===== src/rtl/spi_ctrl_pkg.sv =====
// Shared types and constants for the SPI transmit sequencer.
package spi_ctrl_pkg;

    localparam int WORD_W = 16;
    localparam int IDX_W  = 4;
    localparam int CNT_W  = 16;
    localparam int NW_W   = 3;

    localparam int DEF_CLK_DIV      = 4;
    localparam int DEF_CS_SETUP_CYC = 2;
    localparam int DEF_CS_HOLD_CYC  = 2;

    typedef enum logic [2:0] {
        ST_IDLE,
        ST_CS_SETUP,
        ST_LOAD,
        ST_SHIFT,
        ST_CS_HOLD
    } state_t;

endpackage


===== src/rtl/spi_bit_serializer.sv =====
// Holds the current TX word and presents the bit picked by the index, MSB first.
module spi_bit_serializer
    import spi_ctrl_pkg::*;
(
    input  logic              i_clk,
    input  logic              i_rst,
    input  logic              i_load,
    input  logic [WORD_W-1:0] i_word,
    input  logic [IDX_W-1:0]  i_idx,
    output logic              o_bit
);

    logic [WORD_W-1:0] r_word;
    logic [IDX_W-1:0]  w_sel;

    always_ff @(posedge i_clk) begin
        if (i_rst) begin
            r_word <= '0;
        end else if (i_load) begin
            r_word <= i_word;
        end
    end

    assign w_sel = IDX_W'(WORD_W - 1) - i_idx;
    assign o_bit = r_word[w_sel];

endmodule


===== src/rtl/spi_tx_sequencer.sv =====
// SPI mode-0 multi-word transmit sequencer with chip-select setup/hold timing.
// Optional MISO capture is enabled by defining SPI_RX_CAPTURE_EN.
module spi_tx_sequencer
    import spi_ctrl_pkg::*;
#(
    parameter int CLK_DIV      = DEF_CLK_DIV,
    parameter int CS_SETUP_CYC = DEF_CS_SETUP_CYC,
    parameter int CS_HOLD_CYC  = DEF_CS_HOLD_CYC
)
(
    input  logic              FPGA_clk,
    input  logic              FPGA_rst,
    input  logic              start,
    input  logic [NW_W-1:0]   num_words,
    input  logic              abort,
    input  logic [WORD_W-1:0] word_data,
    input  logic              word_valid,
    output logic              word_ready,
    input  logic              miso,
    output logic              sclk,
    output logic              cs_n,
    output logic              mosi,
    output logic              busy,
    output logic              done,
    output logic [WORD_W-1:0] rx_data,
    output logic              rx_valid
);

    localparam logic [CNT_W-1:0] DIV_LAST   = CNT_W'(CLK_DIV - 1);
    localparam logic [CNT_W-1:0] SETUP_LAST = CNT_W'(CS_SETUP_CYC - 1);
    localparam logic [CNT_W-1:0] HOLD_LAST  = CNT_W'(CS_HOLD_CYC - 1);
    localparam logic [IDX_W-1:0] LAST_IDX   = IDX_W'(WORD_W - 1);

    state_t            r_state, w_state_nxt;
    logic [CNT_W-1:0]  r_cnt, w_cnt_nxt;
    logic [IDX_W-1:0]  r_idx, w_idx_nxt;
    logic              r_phase, w_phase_nxt;
    logic [NW_W-1:0]   r_left, w_left_nxt;
    logic              r_done, w_done_nxt;
    logic              w_load;
    logic              w_rise;
    logic              w_bit;

    always_ff @(posedge FPGA_clk) begin
        if (FPGA_rst) begin
            r_state <= ST_IDLE;
        end else begin
            r_state <= w_state_nxt;
        end
    end

    always_ff @(posedge FPGA_clk) begin
        if (FPGA_rst) begin
            r_cnt   <= '0;
            r_idx   <= '0;
            r_phase <= 1'b0;
            r_left  <= '0;
            r_done  <= 1'b0;
        end else begin
            r_cnt   <= w_cnt_nxt;
            r_idx   <= w_idx_nxt;
            r_phase <= w_phase_nxt;
            r_left  <= w_left_nxt;
            r_done  <= w_done_nxt;
        end
    end

    always_comb begin
        w_state_nxt = r_state;
        w_cnt_nxt   = r_cnt;
        w_idx_nxt   = r_idx;
        w_phase_nxt = r_phase;
        w_left_nxt  = r_left;
        w_done_nxt  = 1'b0;
        w_load      = 1'b0;
        w_rise      = 1'b0;
        case (r_state)
            ST_IDLE: begin
                if (start && !abort && (num_words != '0)) begin
                    w_state_nxt = ST_CS_SETUP;
                    w_cnt_nxt   = '0;
                    w_left_nxt  = num_words;
                end
            end
            ST_CS_SETUP: begin
                if (r_cnt == SETUP_LAST) begin
                    w_state_nxt = ST_LOAD;
                    w_cnt_nxt   = '0;
                end else begin
                    w_cnt_nxt = r_cnt + CNT_W'(1);
                end
            end
            ST_LOAD: begin
                if (word_valid) begin
                    w_load      = 1'b1;
                    w_state_nxt = ST_SHIFT;
                    w_cnt_nxt   = '0;
                    w_idx_nxt   = '0;
                    w_phase_nxt = 1'b0;
                end
            end
            ST_SHIFT: begin
                if (r_cnt == DIV_LAST) begin
                    w_cnt_nxt = '0;
                    if (!r_phase) begin
                        w_phase_nxt = 1'b1;
                        w_rise      = 1'b1;
                    end else begin
                        // Index only advances as sclk falls, so mosi never moves while high.
                        w_phase_nxt = 1'b0;
                        w_idx_nxt   = r_idx + IDX_W'(1);
                        if (r_idx == LAST_IDX) begin
                            w_left_nxt  = r_left - NW_W'(1);
                            w_state_nxt = (r_left == NW_W'(1)) ? ST_CS_HOLD : ST_LOAD;
                        end
                    end
                end else begin
                    w_cnt_nxt = r_cnt + CNT_W'(1);
                end
            end
            ST_CS_HOLD: begin
                if (r_cnt == HOLD_LAST) begin
                    w_state_nxt = ST_IDLE;
                    w_cnt_nxt   = '0;
                    w_done_nxt  = 1'b1;
                end else begin
                    w_cnt_nxt = r_cnt + CNT_W'(1);
                end
            end
            default: begin
                w_state_nxt = ST_IDLE;
            end
        endcase
        if (abort && (r_state != ST_IDLE)) begin
            w_state_nxt = ST_IDLE;
            w_cnt_nxt   = '0;
            w_idx_nxt   = '0;
            w_phase_nxt = 1'b0;
            w_left_nxt  = '0;
            w_done_nxt  = 1'b0;
            w_load      = 1'b0;
            w_rise      = 1'b0;
        end
    end

    spi_bit_serializer u_ser (
        .i_clk  (FPGA_clk),
        .i_rst  (FPGA_rst),
        .i_load (w_load),
        .i_word (word_data),
        .i_idx  (r_idx),
        .o_bit  (w_bit)
    );

    assign busy       = (r_state != ST_IDLE);
    assign cs_n       = (r_state == ST_IDLE);
    assign sclk       = (r_state == ST_SHIFT) && r_phase;
    assign mosi       = (r_state == ST_SHIFT) && w_bit;
    assign word_ready = (r_state == ST_LOAD);
    assign done       = r_done;

`ifdef SPI_RX_CAPTURE_EN
    logic [WORD_W-1:0] r_rx_sh;
    logic [WORD_W-1:0] r_rx_data;
    logic              r_rx_valid;

    always_ff @(posedge FPGA_clk) begin
        if (FPGA_rst) begin
            r_rx_sh    <= '0;
            r_rx_data  <= '0;
            r_rx_valid <= 1'b0;
        end else begin
            r_rx_valid <= 1'b0;
            if (w_load) begin
                r_rx_sh <= '0;
            end else if (w_rise) begin
                r_rx_sh <= {r_rx_sh[WORD_W-2:0], miso};
                if (r_idx == LAST_IDX) begin
                    r_rx_data  <= {r_rx_sh[WORD_W-2:0], miso};
                    r_rx_valid <= 1'b1;
                end
            end
        end
    end

    assign rx_data  = r_rx_data;
    assign rx_valid = r_rx_valid;
`else
    logic w_unused_miso;

    assign w_unused_miso = miso;
    assign rx_data       = '0;
    assign rx_valid      = 1'b0;
`endif

endmodule


===== config.mk =====
export PLATFORM = sky130hd
export DESIGN_NAME = spi_tx_sequencer
export DESIGN_NICKNAME = d
export VERILOG_FILES = /design/src/rtl/spi_ctrl_pkg.sv /design/src/rtl/spi_bit_serializer.sv /design/src/rtl/spi_tx_sequencer.sv
export SDC_FILE = /design/constraint.sdc
export NUM_CORES = 1
export LEC_CHECK = 0
export BUFFER_PORTS_ARGS = -buffer_cell sky130_fd_sc_hd__buf_2
export CELL_PAD_IN_SITES_DETAIL_PLACEMENT = 0
export CELL_PAD_IN_SITES_GLOBAL_PLACEMENT = 2
export CORE_ASPECT_RATIO = 0.6
export CORE_MARGIN = 4
export CORE_UTILIZATION = 33
export DETAILED_ROUTE_END_ITERATION = 12
export GPL_TIMING_DRIVEN = 0
export MAX_ROUTING_LAYER = met4
export PLACE_DENSITY = 0.88
export RECOVER_POWER = 100
export SYNTH_ARGS = -nofsm -noshare
export SYNTH_HDL_FRONTEND = slang
export SYNTH_HIERARCHICAL = 1
export SYNTH_SLANG_ARGS = --single-unit

===== constraint.sdc =====
create_clock -name FPGA_clk -period 2.51 [get_ports FPGA_clk]
set_input_delay 0 -clock FPGA_clk [delete_from_list [all_inputs] [get_ports FPGA_clk]]
set_output_delay 0 -clock FPGA_clk [all_outputs]
set_load 0.02 [all_outputs]

# Yosys cells after proc, flatten, opt, wreduce, memory -nomap -nowiden

Index checks and enable logic that the tools add are counted.

Flip-flop bits (word level): 44
Logic and storage cells: 81

Add/subtract/negate cells: 4
$lt $le $gt $ge: 1
Eq/ne operators: 15
Mux-type cells: 33
Bitwise operators: 1
Reduce and logical (&&, ||, !) cells: 20

Operators with widths:

| kind                                                                          | number |
|---|---|
| 16-bit two-way mux                                                            | 4 |
| 16-bit case mux with 4 select lines                                           | 1 |
| 3-bit two-way mux                                                             | 12 |
| 16-bit by 1-bit adder with 16-bit output (second input constant)              | 1 |
| 16-bit by 1-bit == test with 1-bit output (second input constant)             | 1 |
| 16-bit by 2-bit == test with 1-bit output (second input constant)             | 1 |
| 3-bit case mux with 5 select lines                                            | 1 |
| 4-bit two-way mux                                                             | 3 |
| 2-bit inequality test (second input constant)                                 | 6 |
| 1-bit two-way mux                                                             | 8 |
| 4-bit case mux with 2 select lines                                            | 1 |
| 7-bit AND reduction                                                           | 1 |
| 3-bit by 1-bit == test with 1-bit output (second input constant)              | 2 |
| 3-bit by 2-bit == test with 1-bit output (second input constant)              | 2 |
| 3-bit case mux with 2 select lines                                            | 1 |
| 3-bit AND reduction                                                           | 2 |
| 3-bit nonzero test                                                            | 2 |
| 1-bit logical AND                                                             | 5 |
| 4-bit by 5-bit less-than comparator with 1-bit output (second input constant) | 1 |
| 5-bit AND reduction                                                           | 1 |
| 4-bit by 1-bit adder with 4-bit output (second input constant)                | 1 |
| 1-bit binary-select mux with 4-bit select                                     | 1 |
| 4-bit == test (second input constant)                                         | 1 |
| 4-bit AND reduction                                                           | 1 |
| other kinds (12)                                                              | 14 |

# Logic depth before layout (Yosys ltp)

Word-level depth: 6
Mapped depth: 10
Mapped depth without buffers: 7

# Cells and area by module

Netlist, hierarchy kept.

By module, submodules not included:

| module             | instances | cells an instance | area each (sq um) |
|---|---|---|---|
| spi_tx_sequencer   | 1         | 218               | 1,731.7 |
| spi_bit_serializer | 1         | 59                | 695.7 |

# Least setup slack after synthesis

Ideal clock, no wire load.

Path kind: register -> register
Start point: reg r_cnt[6]
End point: reg r_left[0]
Setup time: 71 ps
Data arrival time: 1,922 ps
Path slack: 517 ps
Cell stages (with the launch flop): 7
Buffers on the path: 0
Clock period less this slack: 1,993 ps
Cells stage by stage: dfxtp_1 -> or4_1 -> nand4bb_4 -> o21a_1 -> o21bai_4 -> or3_1 -> a21oi_1

Word-level cells in the longest chain between the ends: 3

RTL lines:

| item                                      | RTL line                | text |
|---|---|---|
| start: declaration                        | spi_tx_sequencer.sv:35  | `logic [CNT_W-1:0] r_cnt, w_cnt_nxt;` |
| start signal: assignment                  | spi_tx_sequencer.sv:60  | `r_cnt <= w_cnt_nxt;` |
| 16-bit by 2-bit == test with 1-bit output | spi_tx_sequencer.sv:103 | `if (r_cnt == DIV_LAST) begin` |
| 2-bit inequality test (no source line)    | n/a                     |  |
| 5-bit AND reduction (no source line)      | n/a                     |  |
| end signal: assignment                    | spi_tx_sequencer.sv:63  | `r_left <= w_left_nxt;` |
| end: declaration                          | spi_tx_sequencer.sv:38  | `logic [NW_W-1:0] r_left, w_left_nxt;` |

Every way passes these cells.
A chain may end at the register's enable or synchronous reset.

# Worst setup path in the final report

Start point: reg r_cnt[11]
End point: reg r_cnt[12]

Word-level cells in the longest chain between the ends: 3
Elaborated cells on any way between the ends: 6
Classes of those cells: add/sub: 1; eq/ne: 2; mux: 3

RTL lines:

| item                                                             | RTL line                                                                 | text |
|---|---|---|
| 16-bit by 1-bit adder with 16-bit output (tied with other cells) | spi_tx_sequencer.sv:90, spi_tx_sequencer.sv:118, spi_tx_sequencer.sv:127 |  |
| 16-bit two-way mux, on equally long branches                     | spi_tx_sequencer.sv:86, spi_tx_sequencer.sv:122, spi_tx_sequencer.sv:103 |  |
| 16-bit case mux with 4 select lines (*)                          | spi_tx_sequencer.sv:77                                                   | `case (r_state)` |

Every way passes the cells marked *; elsewhere a longest branch is shown, timed or not.

==> summary.md <==
| Metric | Value |
|---|---|
| Initial antenna violation count | `0` |
| Slew margin rel. | `0.594` |
| Area grow syn2layout | `26.1%` |
| Number of global-route vias before repair | `about 1900` |
| Total Nets Final | `between 300 and 400` |
| Mapped cell area | `0.00243 mm^2` |
| Vias | `2000` |
| Yosys warnings | `6` |
| Pre-antenna DRT Iters | `4` |
| Fmax achieved | `0.423 GHz` |
| Hold Crit Depth | `4` |
| Layout cell share with drive strength beyond 1 | `0.162` |
| Io pins | `48` |
| Critical path startpoint | `r_cnt[11]` |
| NetSw | `between 0.0007 and 0.0008 W` |
| Critical path capture point type | `flop` |
| Worst Setup Path Type | `reg2reg` |
| Post-DR vias/cell | `approximately 4.6` |
| Cell accounting for the most synthesized area | `dfxtp_1` |
| Max Cap Viol | `0` |
| CTS tree | `yes` |
| Critical Path Start Type | `flop` |
| Worst slew pin tran | `approximately 610 ps` |
| Total GRT Usage | `0.141` |
| Reg2reg path depth | `7` |
| Detailed Place HPWL | `4370 um` |
| Seq/Total Area, Yosys | `0.363` |
| PnR worst setup slack | `between 100 and 150 ps` |
| Sequential share of power | `0.351` |
| Clk network pwr share | `0.341` |
| Root buffer cell | `clkbuf_16` |
| Dominant cells by area after synthesis | `dfxtp_1 (36%), mux2i_1 (8.2%), nor2_1 (7.0%)` |
| Final setup viols | `0` |
| Chip width | `119 um` |
| Post-route cell area | `0.00306 mm^2` |
| Clock Latency Late Sink | `approximately 290 ps` |
| Fin. Hold Viols | `0` |
| Clock Pin Slew Worst Setup and Hold Paths | `around 70 ps` |
| Crit path max fanout | `10` |
| Clk_skew | `approximately 8.7 ps` |
| Switching part of the total | `0.339` |
| CORE AREA | `~0.0069 mm^2` |
| Diode count | `0` |
| Number of flops mapped to enable cells by yosys | `0` |
| Clock Sinks | `44` |
| Max H-tree Level | `2` |
| Maximum VDD drop | `0.286 mV` |
| Crit Reg-Reg Startpoint | `r_cnt[11]` |
| CP required | `2690 ps` |
| Site Rows | `23` |
| Placed Area | `around 0.0027 mm^2` |
| Avg WL per Cell | `approximately 13 um` |
| Most frequent cell after synthesis | `nor2_1` |
| Primary FF master, synth | `dfxtp_1` |
| Post-route setup TNS | `0 ps` |
| RSZ-0062 raised after global routing | `false` |
| Largest net degree at the start of global routing | `16` |
| Final ANT Viol Nets | `0` |
| Outcome | `complete, no violations` |
| Netlist cell types | `41` |
| Tmin final | `2360 ps` |
| Final period util | `0.942` |
| Critical Path End | `r_cnt[12]` |
| Synth top area share | `0.363` |
| Hold WC Path Type | `in2reg` |
| Global-route wire length before repair | `9400 um` |
| Total routed wirelength | `5620 um` |
| Worst r2r dst | `r_cnt[12]` |
| Routability cong. | `0.753` |
| Mapped Cells | `between 200 and 300` |
| Max-slew violation count | `0` |
| GRT Residual Overflow | `0` |
| PwrDens | `between 700 and 800 mW/mm^2` |
| Leak | `1.22 nW` |
| # port buffers | `29` |
| Die Ht | `approximately 74 um` |
| Die area | `approximately 0.0088 mm^2` |
| Comb pwr share | `0.308` |
| Worst slack, placed | `72.8 ps` |
| Crit path DAT | `between 2000 and 3000 ps` |
| Post-synth ARST share | `0` |
| Num CTS Buffers | `5` |
| #FFs+latches synth | `44` |
| Clk buf depth | `2` |
| Mapped Avg Cell Area | `between 8 and 9 um^2` |
| Drt initial violations | `84` |
| Synth top cells by count | `nor2_1 (45), dfxtp_1 (44), mux2i_1 (20)` |
| DR DRC count | `0` |
| Initial core utilization | `0.351` |
| P_int | `around 0.0015 W` |
| R2r setup slk | `150 ps` |
-- worst min path at each step --
stage / from / to / slack [ps]
floorplan: word_data[13] / u_ser/r_word[13] / 150
global placement: word_data[0] / u_ser/r_word[0] / 230
detailed placement: word_data[3] / u_ser/r_word[3] / 240
CTS: num_words[2] / r_left[2] / 60
global route: num_words[0] / r_left[0] / 110
finish: num_words[2] / r_left[2] / 60
-- routing by layer --
| layer | track usage | part of all wire | vias to the layer above | wire, um |
|---|---|---|---|---|
| met3 | 0.0342 | 0.050 | 5 | 283 |
| met4 | 0.0501 | 0.012 | 0 | 65 |
| met1 | 0.216 | 0.57 | 883 | 3190 |
| li1 | - | - | 1068 | - |
| met2 | 0.172 | 0.37 | 44 | 2090 |
| met5 | - | 0 | - | 0 |
-- repair_timing --
item,CTS,global route
hold buffers,16,0
setup endpoints to repair,0,10
gates resized for setup,0,1
hold endpoints to repair,16,0
buffers inserted,0,0
-- layout by cell type, fill, tap and decap left out, drive strengths merged, types with 2 or more instances in the layout --
| master | count |
|---|---|
| a211oi | 5 |
| a21o | 4 |
| a21oi | 12 |
| and2 | 2 |
| and3 | 6 |
| and4 | 2 |
| buf | 43 |
| clkbuf | 18 |
| clkinv | 2 |
| conb | 17 |
| dfxtp | 44 |
| dlygate4sd3 | 16 |
| ha | 5 |
| inv | 11 |
| mux2i | 20 |
| mux4 | 4 |
| nand2 | 16 |
| nand2b | 7 |
| nand3 | 7 |
| nand4 | 8 |
| nor2 | 45 |
| nor2b | 3 |
| nor3 | 7 |
| o21ai | 7 |
| o21bai | 2 |
| o31ai | 2 |
| or4 | 5 |
| xnor2 | 7 |
| xor2 | 8 |
-- cell type report --
cell class | count | area, um^2
flip-flops and latches | 44 | 881
plain buffers | 27 | 171
clock inverters | 3 | 47.5
clock buffers | 5 | 125
multi-input cells | 211 | 1390
well taps | 87 | 109
repair buffers | 45 | 298
fillers | 711 | 3850
inverters | 11 | 41.3
-- metrics by stage --
stage	hold slack [ps]	total power, W	cells	util
final	63.8	0.00223	433	0.443
after global routing	108	0.00237	433	0.443
after CTS	64.1	0.00225	433	0.445
after detailed placement	243	0.00147	409	0.397
after global placement	232	0.00147	409	0.397
after floorplan	147	0.00129	293	-
-- power groups by stage --
stage	Sequential [W]	Combinational [W]	Clock [W]
after floorplan	0.000787	0.000505	0
after global placement	0.000795	0.000676	0
after detailed placement	0.000797	0.000672	0
after CTS	0.000782	0.000693	0.000775
after global routing	0.000789	0.000779	0.000805
final	0.000782	0.000685	0.000758
-- flip-flops by register name, summed over array words and instances, names as in the netlist --
register / flops
r_left: 3
r_phase: 1
r_idx: 4
u_ser/r_word: 16
r_cnt: 16
r_state: 3
done: 1
-- worst max-delay path: stages (launching register included) --
cell and delay (ps):
dfxtp_1 330, or4_1 590, nor2_1 230, nand4_1 250
a21oi_2 290, a21o_1 280, buf_4 220, nor2_1 60
-- cell families (layout without fill, tap and decap cells) --
logic type                 Yosys count  count (layout)  share of synthesized area
AOI/OAI and AO/OA                   37              37                      0.101
DFF                                 44              44                      0.363
muxes                               24              24                      0.126
buffers and inverters               38              91                     0.0887
xor gates and xnor gates            15              15                     0.0541
other                                1              17                    0.00154
adders and majority gates            5               5                     0.0258
and+or+nand+nor                    113             113                      0.241
(Power assumes the default switching activity.)
